==> config.mk <==
export PLATFORM = sky130hd
export DESIGN_NAME = delay_timer_bank_flat
export DESIGN_NICKNAME = d
export VERILOG_FILES = /design/src/rtl/delay_timer_bank_if.sv /design/src/rtl/delay_timer_bank.sv /design/src/flat_wrapper.sv
export SDC_FILE = /design/constraint.sdc
export NUM_CORES = 1
export LEC_CHECK = 0
export CORE_MARGIN = 3
export CORE_UTILIZATION = 35
export CTS_CLUSTER_SIZE = 8
export DETAILED_ROUTE_END_ITERATION = 16
export MAX_ROUTING_LAYER = met4
export PLACE_DENSITY_LB_ADDON = 0.05
export SLEW_MARGIN = 20
export SYNTH_ARGS = -nofsm -noshare
export SYNTH_HDL_FRONTEND = slang
export SYNTH_SLANG_ARGS = --single-unit
==> constraint.sdc <==
create_clock -name clk -period 2.85 [get_ports clk]
set_input_delay 0.4275 -clock clk [delete_from_list [all_inputs] [get_ports clk]]
set_output_delay 0.4275 -clock clk [all_outputs]
set_load 0.03 [all_outputs]
==> src/rtl/delay_timer_bank_if.sv <==
`timescale 1ns/1ps
`default_nettype none
// ============================================================================
// Module   : delay_timer_bank_if
// Brief    : Control/status bundle for the delay timer bank. The master side
//            issues start/stop requests with mode and period per channel; the
//            slave side returns busy, done pulses and the live down-count.
// Revision : 1.0  initial release
// ============================================================================
interface delay_timer_bank_if #(
    parameter int NUM_CH = 4,
    parameter int WIDTH  = 16
);
    logic [NUM_CH-1:0]       start;
    logic [NUM_CH-1:0]       stop;
    logic [NUM_CH-1:0]       periodic;
    logic [NUM_CH*WIDTH-1:0] period;
    logic [NUM_CH-1:0]       busy;
    logic [NUM_CH-1:0]       done;
    logic [NUM_CH*WIDTH-1:0] remaining;

    modport master (
        output start,
        output stop,
        output periodic,
        output period,
        input  busy,
        input  done,
        input  remaining
    );

    modport slave (
        input  start,
        input  stop,
        input  periodic,
        input  period,
        output busy,
        output done,
        output remaining
    );
endinterface
`default_nettype wire

==> src/rtl/delay_timer_bank.sv <==
`timescale 1ns/1ps
`default_nettype none
// ============================================================================
// Module   : delay_timer_bank
// Brief    : Bank of NUM_CH independent programmable delay timers sharing one
//            free-running prescaler. Each channel counts a programmed number
//            of prescaled ticks and emits a one-cycle done pulse, once
//            (one-shot) or repeatedly (periodic).
// Revision : 1.0  initial release
// ============================================================================
module delay_timer_bank #(
    parameter int NUM_CH   = 4,
    parameter int WIDTH    = 16,
    parameter int PRESCALE = 1000
) (
    input  logic               clk,
    input  logic               rst_n,
    delay_timer_bank_if.slave  bus
);

    // Prescaler counter width; a single bit is kept even when PRESCALE = 1
    // so the tick compare stays well-formed.
    localparam int                  c_PRE_W   = (PRESCALE > 1) ? $clog2(PRESCALE) : 1;
    localparam logic [c_PRE_W-1:0]  c_PRE_MAX = c_PRE_W'(PRESCALE - 1);

    localparam logic [0:0]          c_IDLE    = 1'b0;
    localparam logic [0:0]          c_RUN     = 1'b1;

    localparam logic [WIDTH-1:0]    c_CNT_ONE = WIDTH'(1);

    logic [c_PRE_W-1:0] r_pre;
    logic               w_tick;

    // Tick marks the last cycle of each prescaler period; with PRESCALE = 1
    // the counter sits at zero and every cycle is a tick.
    assign w_tick = (r_pre == c_PRE_MAX);

    // Free-running prescaler, never gated by channel activity.
    always_ff @(posedge clk or negedge rst_n) begin
        if (!rst_n) begin
            r_pre <= '0;
        end else if (w_tick) begin
            r_pre <= '0;
        end else begin
            r_pre <= r_pre + 1'b1;
        end
    end

    generate
        for (genvar i = 0; i < NUM_CH; i++) begin : g_ch
            logic [0:0]       r_state;
            logic [WIDTH-1:0] r_count;
            logic [WIDTH-1:0] r_reload;
            logic             r_mode;
            logic             r_done;

            logic [WIDTH-1:0] w_period;
            logic             w_start;
            logic             w_stop;
            logic             w_per_zero;

            assign w_period   = bus.period[i*WIDTH +: WIDTH];
            assign w_start    = bus.start[i];
            assign w_stop     = bus.stop[i];
            assign w_per_zero = (w_period == '0);

            // Channel state machine: stop outranks restart, restart outranks
            // expiry, and the count never drops below one while running.
            always_ff @(posedge clk or negedge rst_n) begin
                if (!rst_n) begin
                    r_state  <= c_IDLE;
                    r_count  <= '0;
                    r_reload <= '0;
                    r_mode   <= 1'b0;
                    r_done   <= 1'b0;
                end else begin
                    r_done <= 1'b0;
                    case (r_state)
                        c_IDLE: begin
                            // A zero period would never expire, so it is
                            // simply not accepted.
                            if (w_start && !w_stop && !w_per_zero) begin
                                r_state  <= c_RUN;
                                r_count  <= w_period;
                                r_reload <= w_period;
                                r_mode   <= bus.periodic[i];
                            end
                        end
                        c_RUN: begin
                            if (w_stop || (w_start && w_per_zero)) begin
                                // Abort; a restart with zero period acts the same.
                                r_state <= c_IDLE;
                                r_count <= '0;
                            end else if (w_start) begin
                                // Restart swallows any coincident expiry.
                                r_count  <= w_period;
                                r_reload <= w_period;
                                r_mode   <= bus.periodic[i];
                            end else if (w_tick) begin
                                if (r_count == c_CNT_ONE) begin
                                    r_done <= 1'b1;
                                    if (r_mode) begin
                                        r_count <= r_reload;
                                    end else begin
                                        r_count <= '0;
                                        r_state <= c_IDLE;
                                    end
                                end else begin
                                    r_count <= r_count - c_CNT_ONE;
                                end
                            end
                        end
                        default: begin
                            r_state <= c_IDLE;
                            r_count <= '0;
                        end
                    endcase
                end
            end

            assign bus.busy[i]                    = (r_state == c_RUN);
            assign bus.done[i]                    = r_done;
            assign bus.remaining[i*WIDTH +: WIDTH] = r_count;
        end
    endgenerate

endmodule
`default_nettype wire

==> src/flat_wrapper.sv <==
// flat-port wrapper written by rule: the top's interface ports become plain ports
module delay_timer_bank_flat 
#(
    parameter int NUM_CH   = 4,
    parameter int WIDTH    = 16,
    parameter int PRESCALE = 1000
)
  (clk, rst_n, bus_start, bus_stop, bus_periodic, bus_period, bus_busy, bus_done, bus_remaining);
  delay_timer_bank_if #(.NUM_CH(NUM_CH), .WIDTH(WIDTH)) bus_i ();
  input  logic clk;
  input  logic rst_n;
  input wire logic [$bits(bus_i.start)-1:0] bus_start;
  input wire logic [$bits(bus_i.stop)-1:0] bus_stop;
  input wire logic [$bits(bus_i.periodic)-1:0] bus_periodic;
  input wire logic [$bits(bus_i.period)-1:0] bus_period;
  output wire logic [$bits(bus_i.busy)-1:0] bus_busy;
  output wire logic [$bits(bus_i.done)-1:0] bus_done;
  output wire logic [$bits(bus_i.remaining)-1:0] bus_remaining;
  assign bus_i.start = bus_start;
  assign bus_i.stop = bus_stop;
  assign bus_i.periodic = bus_periodic;
  assign bus_i.period = bus_period;
  assign bus_busy = bus_i.busy;
  assign bus_done = bus_i.done;
  assign bus_remaining = bus_i.remaining;
  delay_timer_bank #(.NUM_CH(NUM_CH), .WIDTH(WIDTH), .PRESCALE(PRESCALE)) u_core (.clk(clk), .rst_n(rst_n), .bus(bus_i));
endmodule
Word-level counts from Yosys, hierarchy flattened
Index checks and enable logic that the tools add are counted.

storage, ports and cells
  register bits after elaboration = 150
  input bits = 78
  output and inout port bits = 72

cells by class
  $add $sub $neg = 5
  equality and inequality tests = 21
  multiplexer cells = 105
  bitwise logic cells = 4
  reductions and logical operators = 36

operators by type and width
  kind                                                                    number
  16-bit two-way mux                                                      32
  16-bit one-hot mux with 2 select lines                                  8
  16-bit by 1-bit equality test with 1-bit output, second input constant  4
  16-bit logical NOT                                                      4
  16-bit by 1-bit subtractor with 16-bit output, second input constant    4
  1-bit two-way mux                                                       56
  2-bit != test, second input constant                                    8
  4-bit by 3-bit != test with 1-bit output, second input constant         4
  1-bit one-hot mux with 2 select lines                                   8
  1-bit logical AND                                                       12
  3-bit AND reduction                                                     4
  10-bit by 1-bit adder with 10-bit output, second input constant         1
  10-bit equality test, second input constant                             1
  10-bit two-way mux                                                      1
  1-bit logical NOT                                                       8
  2-bit by 1-bit != test with 1-bit output, second input constant         4
  2-bit AND reduction                                                     4
  1-bit logical OR                                                        4
  1-bit NOT                                                               4

Logic depth before layout (Yosys ltp)
Gate-level depths: netlist (run 1).

  depth after elaboration = 6
  depth in mapped cells = 10
  mapped depth without buffers = 8

Worst setup path after synthesis (run 1)
No wires, ideal clock.

  path type = reg2reg
  start = register u_core.g_ch[2].r_count[12]
  end = register u_core.g_ch[2].r_count[3]
  library setup time = 81 ps
  arrival = 2479 ps
  required time = 2769 ps
  slack = 289 ps
  cell stages (with the launch flop) = 8
  path buffers = 2
  clock period less this slack = 2561 ps
  path through = dfrtp_1 > or4_4 > or4_4 > or2_1 > buf_6 > buf_8 > a211o_1 > a31oi_2

on the way
  longest elaborated chain between the ends = 6

ends and longest elaborated chain
  what                                             line                     RTL
  start: declaration                               delay_timer_bank.sv:52   logic [WIDTH-1:0] r_count;
  start signal: assignment                         delay_timer_bank.sv:84   r_count <= w_period;
  start signal: assignment                         delay_timer_bank.sv:96   r_count <= w_period;
  start signal: assignment                         delay_timer_bank.sv:103  r_count <= r_reload;
  16-bit by 1-bit equality test with 1-bit output  delay_timer_bank.sv:100  if (r_count == c_CNT_ONE) begin
  16-bit two-way mux                               delay_timer_bank.sv:100
  16-bit two-way mux                               delay_timer_bank.sv:99   end else if (w_tick) begin
  16-bit two-way mux                               delay_timer_bank.sv:94   end else if (w_start) begin
  16-bit two-way mux                               delay_timer_bank.sv:90   if (w_stop || (w_start && w_per_zero)) begin
  16-bit one-hot mux with 2 select lines           delay_timer_bank.sv:78   case (r_state)

Every way passes these cells. The select of a mux whose other input is x is not followed.
A chain may end at the register's enable or synchronous reset.

Worst setup path after layout (run 1)
  start = register u_core.g_ch[2].r_count[11]
  end = register u_core.g_ch[2].r_count[11]

on the way
  longest elaborated chain between the ends = 6
  elaborated cells on any way between the ends = 7
  those cells by class = 1 x add/sub; 1 x eq/ne; 5 x mux

ends and longest elaborated chain
  what                                                                                                              line
  16-bit by 1-bit subtractor with 16-bit output or 16-bit by 1-bit equality test with 1-bit output (tied branches)  delay_timer_bank.sv:109, delay_timer_bank.sv:100
  16-bit two-way mux (*)                                                                                            delay_timer_bank.sv:100
  16-bit two-way mux (*)                                                                                            delay_timer_bank.sv:99
  16-bit two-way mux (*)                                                                                            delay_timer_bank.sv:94
  16-bit two-way mux (*)                                                                                            delay_timer_bank.sv:90
  16-bit one-hot mux with 2 select lines (*)                                                                        delay_timer_bank.sv:78

Mark *: on every way between the ends. The rest lies on a longest branch, timed or not. The select of a mux whose other input is x is not followed.

==> results.toml, run 1 <==
[timing]
final_hold_viol_count = 0
timing.final.crit_share_pct = 90.6
slew_headroom_pct = 32.0
finalMaxSlewViolations = 0
fin_worst_hold_slack_ns = 0.458
finalSetupViolCount = 0
period_needed_ns = 2.58
fin_skew_ns = 0.0170
rsz0062_at_grt = "no"
worst_slew_pin_slew_ns = 1.01
worst_slack_ns = 0.268
fmax_mhz = 387

[floorplanning]
die_h_um = 165
core-area_mm2 = 0.0245
num_rows = 57
die_w_um = 165
dieArea_mm2 = 0.0271
start_util_pct = 36.0
ios = 150

[layout]
diodes = 0
final_area_mm2 = 0.0117
final_util_pct = 47.6
fin_nets = 1279
drive_gt1_share_pct = 12.5
syn_to_final_growth_pct = 32.3
n_fill_cell = 2423

[min_path]
hp-class = "reg -> reg"
hold_depth = 1

[critical_path]
cp_top_family = "simple AND/OR/NAND/NOR gates"
crit_fanout = 14
critPathArrivalTime_ns = 2.89
r2r_cells = 6
cp_slowest_cell = "or4_4"
cp-end-kind = "flop"
critPathKind = "reg -> reg"
crit_cells = 6
critPathMaxStageDelay_ns = 0.53
cp_num_buf_inv = 0
cpMostUsedCell = "or4_4"
worstPathCellList = "or4_4, or4_4, or2_1, a21oi_1, a211oi_1, o22a_1"
required_ns = 3.15
startpoint_type = "flop"

[place]
place_congestion = 0.865
io_buffers = 149
pre_cts_slack_ns = -0.168
hpwlAfterDp_um = 20400
dpl-instance-area_mm2 = 0.0110

[logic_synthesis]
synthTopCellsByCount = "165 x nand2_1, 150 x dfrtp_1, 95 x nor2_1"
synth_area_leaders = "dfrtp_1 43%, nand2_1 7.0%, mux2_2 4.2%"
syn-cell-area_mm2 = 0.00882
synth_top_area_share_pct = 42.6
synth_edf_count = 0
synth_flop_cell = "dfrtp_1"
ys_types = 72
syn_nets = 1098
ys_warn_count = 0
yosysSeqAreaShare_pct = 42.6
synthArstFlopShare_pct = 100
post_synth_inst_count = 1011
yosysMostFrequentCell = "nand2_1"
synth_top_area_cell = "dfrtp_1"
avgSynthCellArea_um2 = 8.72
ys_ff_latch = 150

[global_route]
grt_overflow = 0
grt_use_total_pct = 22.1
antenna_found_initial = 0
grt_pass1_vias = 8277
grt_max_degree = 57
grt_pass1_wl_um = 46200

[pwr]
ir_worst_vdd_v = 0.000416
p_leak_nw = 4.78
powerDensity_mw_per_mm2 = 656

[routing]
drtIter0Drc = 785
wl_per_cell_um = 18.7
drc = 0
drt_pass1_iterations = 6
viasPerCell = 5.58
drt_wl_total_um = 28600
antenna_left = 0
num_vias = 8538

[clocking]
insertion_delay_ns = 0.43
ctsHtreeMaxLevel = 4
ctsResizeCount = 0
clkTransAtPathRegs_ns = 0.06
cts_buffers = 17
cts_buffer_depth = 2
cts_sinks = 150
cts_root_buf = "clkbuf_16"
cts_tree = "yes"

[run]
maxCapViolations = 0

[run_status]
status = "finished, final reports clean"
-- worst reg2reg max path: stages, from the launching register on --
cell	delay [ns]
dfrtp_1	0.45
or4_4	0.53
or4_4	0.53
or2_1	0.45
a21oi_1	0.23
a211oi_1	0.07
o22a_1	0.22
-- through the flow --
| stage | TNS, ns | power, W | instances |
|---|---|---|---|
| after floorplan | 0 | 0.00419 | 1011 |
| after global placement | -0.591 | 0.00527 | 1496 |
| after detailed placement | -1.18 | 0.00528 | 1496 |
| after CTS | 0 | 0.00773 | 1529 |
| after global routing | 0 | 0.00809 | 1529 |
| final | 0 | 0.00766 | 1529 |
-- final timing paths --
path	startpoint	to	slack [ns]
min in group asynchronous	rst_n	u_core.g_ch[1].r_count[2]	0.50
worst max register to register	u_core.g_ch[2].r_count[11]	u_core.g_ch[2].r_count[11]	0.27
max in group asynchronous	rst_n	u_core.g_ch[2].r_count[0]	1.66
worst min-delay path	u_core.r_pre[0]	u_core.r_pre[0]	0.46
worst min register to register	u_core.r_pre[0]	u_core.r_pre[0]	0.46
worst max-delay path	u_core.g_ch[2].r_count[11]	u_core.g_ch[2].r_count[11]	0.27
-- area by class of cell --
type	instances	area, µm²	area share [%]
inverter	24	90.1	0.772
clock buffer	20	437	3.74
multi-input combinational	776	4720	40.4
timing repair buffer	223	2090	17.9
clock inverter	12	179	1.53
tap	324	405	3.47
sequential	150	3750	32.2
-- cells in the final DEF (no fill, tap or decap), drive strengths merged, types with 13 or more instances in the layout --
| master | Yosys | final |
|---|---|---|
| buf | 16 | 74 |
| dfrtp | 150 | 150 |
| o21ai | 57 | 57 |
| inv | 23 | 23 |
| a21oi | 53 | 53 |
| clkdlybuf4s50 | 0 | 148 |
| a22oi | 13 | 13 |
| xor2 | 17 | 17 |
| nor2 | 96 | 96 |
| nor4 | 34 | 34 |
| nor3 | 26 | 26 |
| nand2 | 165 | 165 |
| a31oi | 15 | 15 |
| mux2 | 33 | 33 |
| nand3 | 34 | 34 |
| clkbuf | 45 | 20 |
| xnor2 | 18 | 18 |
-- kinds of logic (layout without fill, tap and decap cells) --
| logic type | count (synthesis) | in the layout | synth area share, % |
|---|---|---|---|
| muxes | 45 | 45 | 5.57 |
| buffers and inverters | 85 | 279 | 4.27 |
| AOI/OAI and AO/OA | 257 | 257 | 19.8 |
| xor gates and xnor gates | 35 | 35 | 3.48 |
| and+or+nand+nor | 430 | 430 | 23.0 |
| adders and majority gates | 9 | 9 | 1.28 |
| DFF | 150 | 150 | 42.6 |
-- power by group --
part	switching, W	internal [W]	total [W]
sequential	0.000444	0.00245	0.00290
clock	0.000942	0.00147	0.00241
combinational	0.00130	0.00105	0.00235
total	0.00268	0.00497	0.00766
-- sequential cells by signal, summed over array words and instances, names as in the netlist --
name and flops:
u_core.r_pre 10, u_core.g_ch.r_count 64, u_core.g_ch.r_mode 4, u_core.g_ch.r_done 4
u_core.g_ch.r_state 4, u_core.g_ch.r_reload 64
-- metal layers --
metal | wire [µm] | track usage, % | vias to the layer above
li1 | - | - | 4087
met1 | 13500 | 31.3 | 4112
met2 | 13100 | 33.1 | 305
met3 | 1610 | 3.09 | 34
met4 | 415 | 6.18 | 0
met5 | 0 | - | -
-- repair_timing --
item,in CTS,in global routing
hold endpoints to repair,44,0
buffers inserted,0,0
hold buffers,1,0
Power figures use the tool's default switching activity.
==> run 2: changes to the inputs <==
- SLEW_MARGIN: 20 -> default
==> results.toml, run 2 (synthesis results as in run 1) <==
[critical_path]
startpoint_type = "flop"
cp_slowest_cell = "or4_4"
cp_top_family = "simple AND/OR/NAND/NOR gates"
worstPathCellList = "or4_4, or4_4, or2_1, a21oi_1, a211oi_1, o22a_1"
critPathKind = "reg -> reg"
critPathArrivalTime_ns = 2.89
required_ns = 3.15
cp_num_buf_inv = 0
crit_fanout = 14
cpMostUsedCell = "or4_4"
critPathMaxStageDelay_ns = 0.53
cp-end-kind = "flop"

[clocking]
insertion_delay_ns = 0.43
postCtsHoldBufs = 1
cts_tree = "yes"
ctsHtreeMaxLevel = 4
ctsResizeCount = 0
clkTransAtPathRegs_ns = 0.06
cts_root_buf = "clkbuf_16"
postCtsSetupBuffers = 0
cts_sinks = 150
cts_buffer_depth = 2
cts_buffers = 17

[place]
place_congestion = 0.865
dpl-instance-area_mm2 = 0.0110
post-place-cells = 1496
hpwlAfterDp_um = 20400
io_buffers = 149

[global_route]
antenna_found_initial = 0
grt_max_degree = 57
grt_use_total_pct = 22.1
grt_pass1_wl_um = 46200
grt_overflow = 0
grt_pass1_vias = 8277

[timing]
worst_slew_pin_slew_ns = 1.17
final_hold_viol_count = 0
fin_skew_ns = 0.0163
slew_headroom_pct = 21.7
fin_tns_setup_ns = 0
fin_worst_hold_slack_ns = 0.458
rsz0062_at_grt = "no"
finalSetupViolCount = 0
timing.final.crit_share_pct = 90.9
finalMaxSlewViolations = 0
period_needed_ns = 2.59
fmax_mhz = 386

[floorplanning]
die_h_um = 165
die_w_um = 165
num_rows = 57
dieArea_mm2 = 0.0271
start_util_pct = 36.0
core-area_mm2 = 0.0245
ios = 150

[routing]
drt_pass1_iterations = 6
wl_per_cell_um = 18.7
drc = 0
drt_wl_total_um = 28700
viasPerCell = 5.60
num_vias = 8561
drtIter0Drc = 772
antenna_left = 0

[layout]
final_common_cell = "nand2_1"
fin_cells = 1529
layout_common_cells = "165 x nand2_1, 150 x dfrtp_1, 148 x clkdlybuf4s50_1, 95 x nor2_1, 70 x buf_4"
drive_gt1_share_pct = 12.5
top_regs = "u_core.g_ch.r_count: 64 flops, u_core.g_ch.r_reload: 64 flops, u_core.r_pre: 10 flops"
fin_nets = 1279
syn_to_final_growth_pct = 32.3
n_fill_cell = 2422
diodes = 0
final_area_mm2 = 0.0117

[pwr]
ir_worst_vdd_v = 0.000415
powerDensity_mw_per_mm2 = 657
power_w = 0.00766
p_leak_nw = 4.78

[run_status]
status = "finished, final reports clean"

[run]
maxCapViolations = 0

[min_path]
hp-class = "reg -> reg"
[run 2: cell type report]
type | count | area, µm² | area share [%]
Clock buffer | 20 | 437 | 3.74
Clock inverter | 12 | 179 | 1.53
Inverter | 24 | 90.1 | 0.772
Multi-Input combinational cell | 776 | 4710 | 40.4
Sequential cell | 150 | 3750 | 32.2
Tap cell | 324 | 405 | 3.47
Timing Repair Buffer | 223 | 2090 | 17.9
[run 2: through the flow]
| step | utilization, % | setup slack [ns] |
|---|---|---|
| 2_1_floorplan | - | 0.289 |
| 3_3_place_gp | 45.0 | -0.108 |
| 3_5_place_dp | 45.0 | -0.168 |
| 4_1_cts | 47.6 | 0.285 |
| 5_1_grt | 47.6 | 0.112 |
| 6_report | 47.6 | 0.259 |
[run 2: routing by layer]
layer  vias to the layer above  share of wire (%)  GRT usage, %
met5                         -                  0             -
met4                         0                1.4          6.18
met3                        34                5.8          3.09
met2                       318                 46          33.1
met1                      4127                 47          31.3
li1                       4082                  -             -
[run 2: worst reg2reg max path, cell delays in order (launching register included)]
cell,delay [ns]
dfrtp_1,0.45
or4_4,0.54
or4_4,0.53
or2_1,0.45
a21oi_1,0.23
a211oi_1,0.07
o22a_1,0.22
[run 2: final timing paths]
kind                                                 start                    endpoint  slack [ns]  depth (start not counted)
worst min-delay path                       u_core.r_pre[0]             u_core.r_pre[0]        0.46                          1
min in group asynchronous                            rst_n   u_core.g_ch[1].r_count[2]        0.50                          2
worst min register to register             u_core.r_pre[0]             u_core.r_pre[0]        0.46                          1
worst max-delay path            u_core.g_ch[2].r_count[11]  u_core.g_ch[2].r_count[11]        0.26                          6
max in group asynchronous                            rst_n   u_core.g_ch[2].r_count[0]        1.66                          3
worst max register to register  u_core.g_ch[2].r_count[11]  u_core.g_ch[2].r_count[11]        0.26                          6
[run 2: power by group]
part | switching (W) | total [W] | internal, W
clock network | 0.000943 | 0.00241 | 0.00147
registers | 0.000445 | 0.00290 | 0.00245
logic | 0.00130 | 0.00235 | 0.00105
total | 0.00269 | 0.00766 | 0.00497
